$ cat src/rtl/cond_pkg.sv
// Shared types and constants for the conditional-execution logic.
package cond_pkg;

   localparam int unsigned FLAG_W = 4;
   localparam int unsigned FLAG_N = 3;
   localparam int unsigned FLAG_Z = 2;
   localparam int unsigned FLAG_C = 1;
   localparam int unsigned FLAG_V = 0;

   typedef enum logic [3:0] {
      COND_EQ = 4'b0000,
      COND_NE = 4'b0001,
      COND_CS = 4'b0010,
      COND_CC = 4'b0011,
      COND_MI = 4'b0100,
      COND_PL = 4'b0101,
      COND_VS = 4'b0110,
      COND_VC = 4'b0111,
      COND_HI = 4'b1000,
      COND_LS = 4'b1001,
      COND_GE = 4'b1010,
      COND_LT = 4'b1011,
      COND_GT = 4'b1100,
      COND_LE = 4'b1101,
      COND_AL = 4'b1110,
      COND_NV = 4'b1111
   } cond_e;

endpackage

$ cat src/rtl/cond_check.sv
// Combinational evaluation of a 4-bit condition field against stored NZCV flags.
module cond_check
   import cond_pkg::*;
(
   input  logic [3:0]        Cond,
   input  logic [FLAG_W-1:0] Flags,
   output logic              CondEx
);

   logic n, z, c, v;

   assign n = Flags[FLAG_N];
   assign z = Flags[FLAG_Z];
   assign c = Flags[FLAG_C];
   assign v = Flags[FLAG_V];

   always_comb begin
      CondEx = 1'b1;
      case (cond_e'(Cond))
         COND_EQ: CondEx = z;
         COND_NE: CondEx = ~z;
         COND_CS: CondEx = c;
         COND_CC: CondEx = ~c;
         COND_MI: CondEx = n;
         COND_PL: CondEx = ~n;
         COND_VS: CondEx = v;
         COND_VC: CondEx = ~v;
         COND_HI: CondEx = c & ~z;
         COND_LS: CondEx = ~c | z;
         COND_GE: CondEx = (n == v);
         COND_LT: CondEx = (n != v);
         COND_GT: CondEx = ~z & (n == v);
         COND_LE: CondEx = z | (n != v);
         // 1111 is executed unconditionally, same as AL
         default: CondEx = 1'b1;
      endcase
   end

endmodule

$ cat src/rtl/cond_unit.sv
// Flags register, condition gating of control strobes, and executed/squashed counters.
module cond_unit
   import cond_pkg::*;
#(
   parameter int unsigned CNT_W = 32
) (
   input  logic              clk,
   input  logic              reset,
   input  logic              ExStb,
   input  logic [3:0]        Cond,
   input  logic [FLAG_W-1:0] ALUFlags,
   input  logic [1:0]        FlagW,
   input  logic              PCS,
   input  logic              RegW,
   input  logic              MemW,
   input  logic              NoWrite,
   output logic              PCSrc,
   output logic              RegWrite,
   output logic              MemWrite,
   output logic              CondEx,
   output logic [FLAG_W-1:0] Flags,
   output logic              CondExD,
   output logic [CNT_W-1:0]  ExecCnt,
   output logic [CNT_W-1:0]  SquashCnt
);

   logic fire;

   // Evaluated against the registered flags only; ALUFlags never bypasses.
   cond_check u_check (
      .Cond   (Cond),
      .Flags  (Flags),
      .CondEx (CondEx)
   );

   assign fire     = ExStb & CondEx;
   assign PCSrc    = PCS & fire;
   assign MemWrite = MemW & fire;
   assign RegWrite = RegW & ~NoWrite & fire;

   always_ff @(posedge clk) begin
      if (reset) begin
         Flags     <= '0;
         CondExD   <= 1'b0;
         ExecCnt   <= '0;
         SquashCnt <= '0;
      end else if (ExStb) begin
         CondExD <= CondEx;
         if (CondEx) begin
            ExecCnt <= ExecCnt + CNT_W'(1);
            if (FlagW[1]) begin
               Flags[FLAG_N] <= ALUFlags[FLAG_N];
               Flags[FLAG_Z] <= ALUFlags[FLAG_Z];
            end
            if (FlagW[0]) begin
               Flags[FLAG_C] <= ALUFlags[FLAG_C];
               Flags[FLAG_V] <= ALUFlags[FLAG_V];
            end
         end else begin
            SquashCnt <= SquashCnt + CNT_W'(1);
         end
      end
   end

endmodule

$ cat config.mk
export PLATFORM = sky130hd
export DESIGN_NAME = cond_unit
export DESIGN_NICKNAME = d
export VERILOG_FILES = /design/src/rtl/cond_pkg.sv /design/src/rtl/cond_check.sv /design/src/rtl/cond_unit.sv
export SDC_FILE = /design/constraint.sdc
export NUM_CORES = 1
export LEC_CHECK = 0
export BUFFER_PORTS_ARGS = -buffer_cell sky130_fd_sc_hd__buf_2
export CAP_MARGIN = 40
export CORE_ASPECT_RATIO = 0.6
export CORE_MARGIN = 5
export CORE_UTILIZATION = 58
export CTS_CLUSTER_SIZE = 30
export DETAILED_ROUTE_END_ITERATION = 16
export PLACE_DENSITY = 0.93
export SYNTH_ARGS = -nofsm -noshare
export SYNTH_HDL_FRONTEND = slang
export SYNTH_SLANG_ARGS = --single-unit
$ cat constraint.sdc
create_clock -name clk -period 3.5 [get_ports clk]
set_input_delay 0.175 -clock clk [delete_from_list [all_inputs] [get_ports clk]]
set_output_delay 0.175 -clock clk [all_outputs]
set_load 0.03 [all_outputs]
==> impl_metrics.json <==
{
  "run_status": "finished clean",
  "finalHoldWorstSlack_ns": 0.06732,
  "grt_pass1_wl_um": 18200,
  "worst_ir_drop_vdd_mv": 0.2175,
  "antenna_diode_count": 0,
  "hold_viol": 0,
  "path_cells": "or3_1, a21oi_1, o211ai_2, a31oi_4, and3b_1, buf_2",
  "endpoint": "RegWrite",
  "clk_path_buf_depth": 2,
  "tightest_slew_ns": 0.6404,
  "globalplace.congestion": 0.8678,
  "highest_attainable_clock_frequency_mhz": 331.8,
  "gr_usage_total_pct": 26.82,
  "number_of_nets_with_antenna_violations_after_detailed_routing": 0,
  "cp.buffers_inverters": 1,
  "drv.max_cap_violation_count": 0,
  "unrepaired_setup_endpoints_after_global_routing": "false",
  "largest_net_degree_at_the_start_of_global_routing": 54,
  "ffs_latches_synth": 69,
  "clkTransAtPathRegs_ns": 0.08,
  "post_cts.repair.setup_buffers": 0,
  "asyncSetResetFlopFracSynth_pct": 0,
  "fin_tns_setup_ns": 0,
  "die-area_um2": 8380,
  "ctsHtreeMaxLevel": 3,
  "synth-edff-count": 0,
  "postSynthNetCount": 476,
  "postSynthAreaPerCell_um2": 8.378,
  "die_x_um": 114.9,
  "num_vias": 4085,
  "cellPowerDensity_nw_per_um2": 358.1,
  "maxSlewHeadroom_pct": 56.92,
  "startpoint": "Flags[2]",
  "cell_at_the_root_of_the_clock_tree": "clkbuf_8",
  "path_class": "reg2out",
  "final-max-slew-violation-count": 0,
  "cts.sink_count": 69,
  "timing.critical_path.slowest_cell_delay_ns": 0.51,
  "cts_buf_count": 9,
  "path_depth": 6,
  "min_period_over_period_pct": 86.12,
  "timing.reg2reg.worst_path_depth": 8,
  "yosysWarningCount": 0,
  "layout_min_cycle_time_ns": 3.014,
  "routed_wire_length_um": 11230,
  "timing.critical_path.from_type": "flop",
  "commonest_cells_after_routing_fill_and_taps_aside": "89 x buf_2, 69 x dfxtp_1, 42 x a21oi_1",
  "fp.coreArea_um2": 6248,
  "floorplan.io_pins": 90,
  "vias_per_cell": 6.505,
  "layout-drive-gt1-share_pct": 27.39,
  "cell_variety_after_synth": 59,
  "cp_data_required_time_ns": 3.32,
  "end_kind": "output port",
  "setup_violations": 0,
  "dp.final_hpwl_um": 8017,
  "regToRegStartpoint": "Flags[3]",
  "die_height_um": 72.94,
  "clock_skew_ns": 0.01077,
  "postCtsHoldBufs": 0,
  "leakage_nw": 1.780,
  "worstReg2RegEnd": "SquashCnt[26]",
  "io_buffer_count": 89,
  "nNetsFinal": 558,
  "initial_core_util_pct": 61.27,
  "synth_top_flop_cell": "dfxtp_1",
  "share_of_the_yosys_chip_area_belonging_to_registers_pct": 36.08,
  "clock_insertion_delay_worst_skew_ns": 0.37,
  "worst-endpoint-arrival_ns": 2.84,
  "first_pass_iters": 8,
  "tritoncts": "built",
  "timing.hold.worst.class": "in2reg",
  "top_family_by_delay_on_critical_path": "compound AO/OA/AOI/OAI gates",
  "synth_area_um2": 3829,
  "dr.first_iter.drc_count": 420,
  "drc": 0,
  "post_synth_inst_count": 457,
  "layout.cells.most_common": "buf_2",
  "floorplan.rows": 22,
  "ff2ff_setup_slack_ns": 0.63,
  "min_delay_path_depth": 3,
  "wire_per_inst_um": 17.88,
  "area_overhead_vs_synth_pct": 18.33,
  "worst_path_max_delay_cell": "a31oi_4",
  "vias_in_the_first_global_route": 3767,
  "worstPathMaxFanout": 15,
  "antenna_violations_before_repair": 0,
  "grt.overflow.total": 0,
  "post_cts.resized_instances": 0
}
## Yosys cell counts, types with 9 or more instances
master,instances,area [um2]
or3_1,10,62.56
o31ai_1,16,120.1
nor2_1,41,153.9
nand2_1,28,105.1
nor4_1,9,56.30
xnor2_1,9,78.83
a21oi_1,42,210.2
dfxtp_1,69,1381
nand3_1,23,115.1
nand4_1,18,112.6
clkbuf_1,17,63.81
or4_1,21,157.7
mux2_2,15,168.9
inv_1,17,63.81
o21ai_0,11,55.05
nor2b_1,16,100.1
## final cells by class
cell class	instances	area (um2)
Multi-Input combinational cell	343	2265
Fill cell	461	1718
Sequential cell	69	1381
Timing Repair Buffer	97	518.0
Clock buffer	9	123.9
Tap cell	84	105.1
Inverter	19	71.32
Clock inverter	7	66.31
## metrics by stage
stage / setup WS [ns] / util (%) / instance area (um2) / std cells / total power, mW
2_1_floorplan: 0.9307 / - / 3829 / 457 / 0.9373
3_3_place_gp: 0.8864 / 69.14 / 4320 / 611 / 0.9755
6_report: 0.4857 / 72.51 / 4531 / 628 / 1.622
5_1_grt: 0.3464 / 72.51 / 4531 / 628 / 1.670
3_5_place_dp: 0.7127 / 69.46 / 4340 / 612 / 0.9868
4_1_cts: 0.5009 / 72.51 / 4531 / 628 / 1.623
## layer usage
metal  global-route usage [%]  vias up  routed length, um
met4                    8.333        0                233
li1                         -     1883                  -
met1                    36.02     1955               4794
met3                    8.119       33               1165
met2                    41.60      214               5034
met5                        0        -                  0
## worst min-delay path, cell delays in order
cell	delay (ns)
buf_2	0.10
nand3_1	0.05
a21oi_1	0.05
## kinds of logic after synthesis
| kind of cell | Yosys count | synth area share, % |
|---|---|---|
| AND/OR/NAND/NOR | 208 | 31.08 |
| AO/OA/AOI/OAI | 103 | 19.25 |
| flip-flops | 69 | 36.08 |
| buffers and inverters | 45 | 4.771 |
| multiplexers | 19 | 5.653 |
| XOR/XNOR | 11 | 2.517 |
| adder cells (fa/ha/maj) | 2 | 0.6535 |
## registers in the layout (all words and copies together), names as in the netlist
register,flops
ExecCnt,32
SquashCnt,32
Flags,4
CondExD,1
## where the power goes
group	total [mW]	internal, mW	leakage (nW)	switching (mW)
clock network	0.650	0.325	0.0987	0.325
registers	0.802	0.792	0.557	0.0100
logic	0.171	0.0521	1.12	0.119
total	1.62	1.17	1.78	0.454
## worst min path at each step
stage | startpoint | endpoint | slack, ns
detailed placement | ALUFlags[1] | Flags[1] | 0.44
global route | ALUFlags[2] | Flags[2] | 0.1
finish | ALUFlags[1] | Flags[1] | 0.07
global placement | ALUFlags[1] | Flags[1] | 0.44
CTS | ALUFlags[1] | Flags[1] | 0.06
floorplan | ALUFlags[0] | Flags[0] | 0.32
Note: power is estimated with default switching activity, not from simulation.
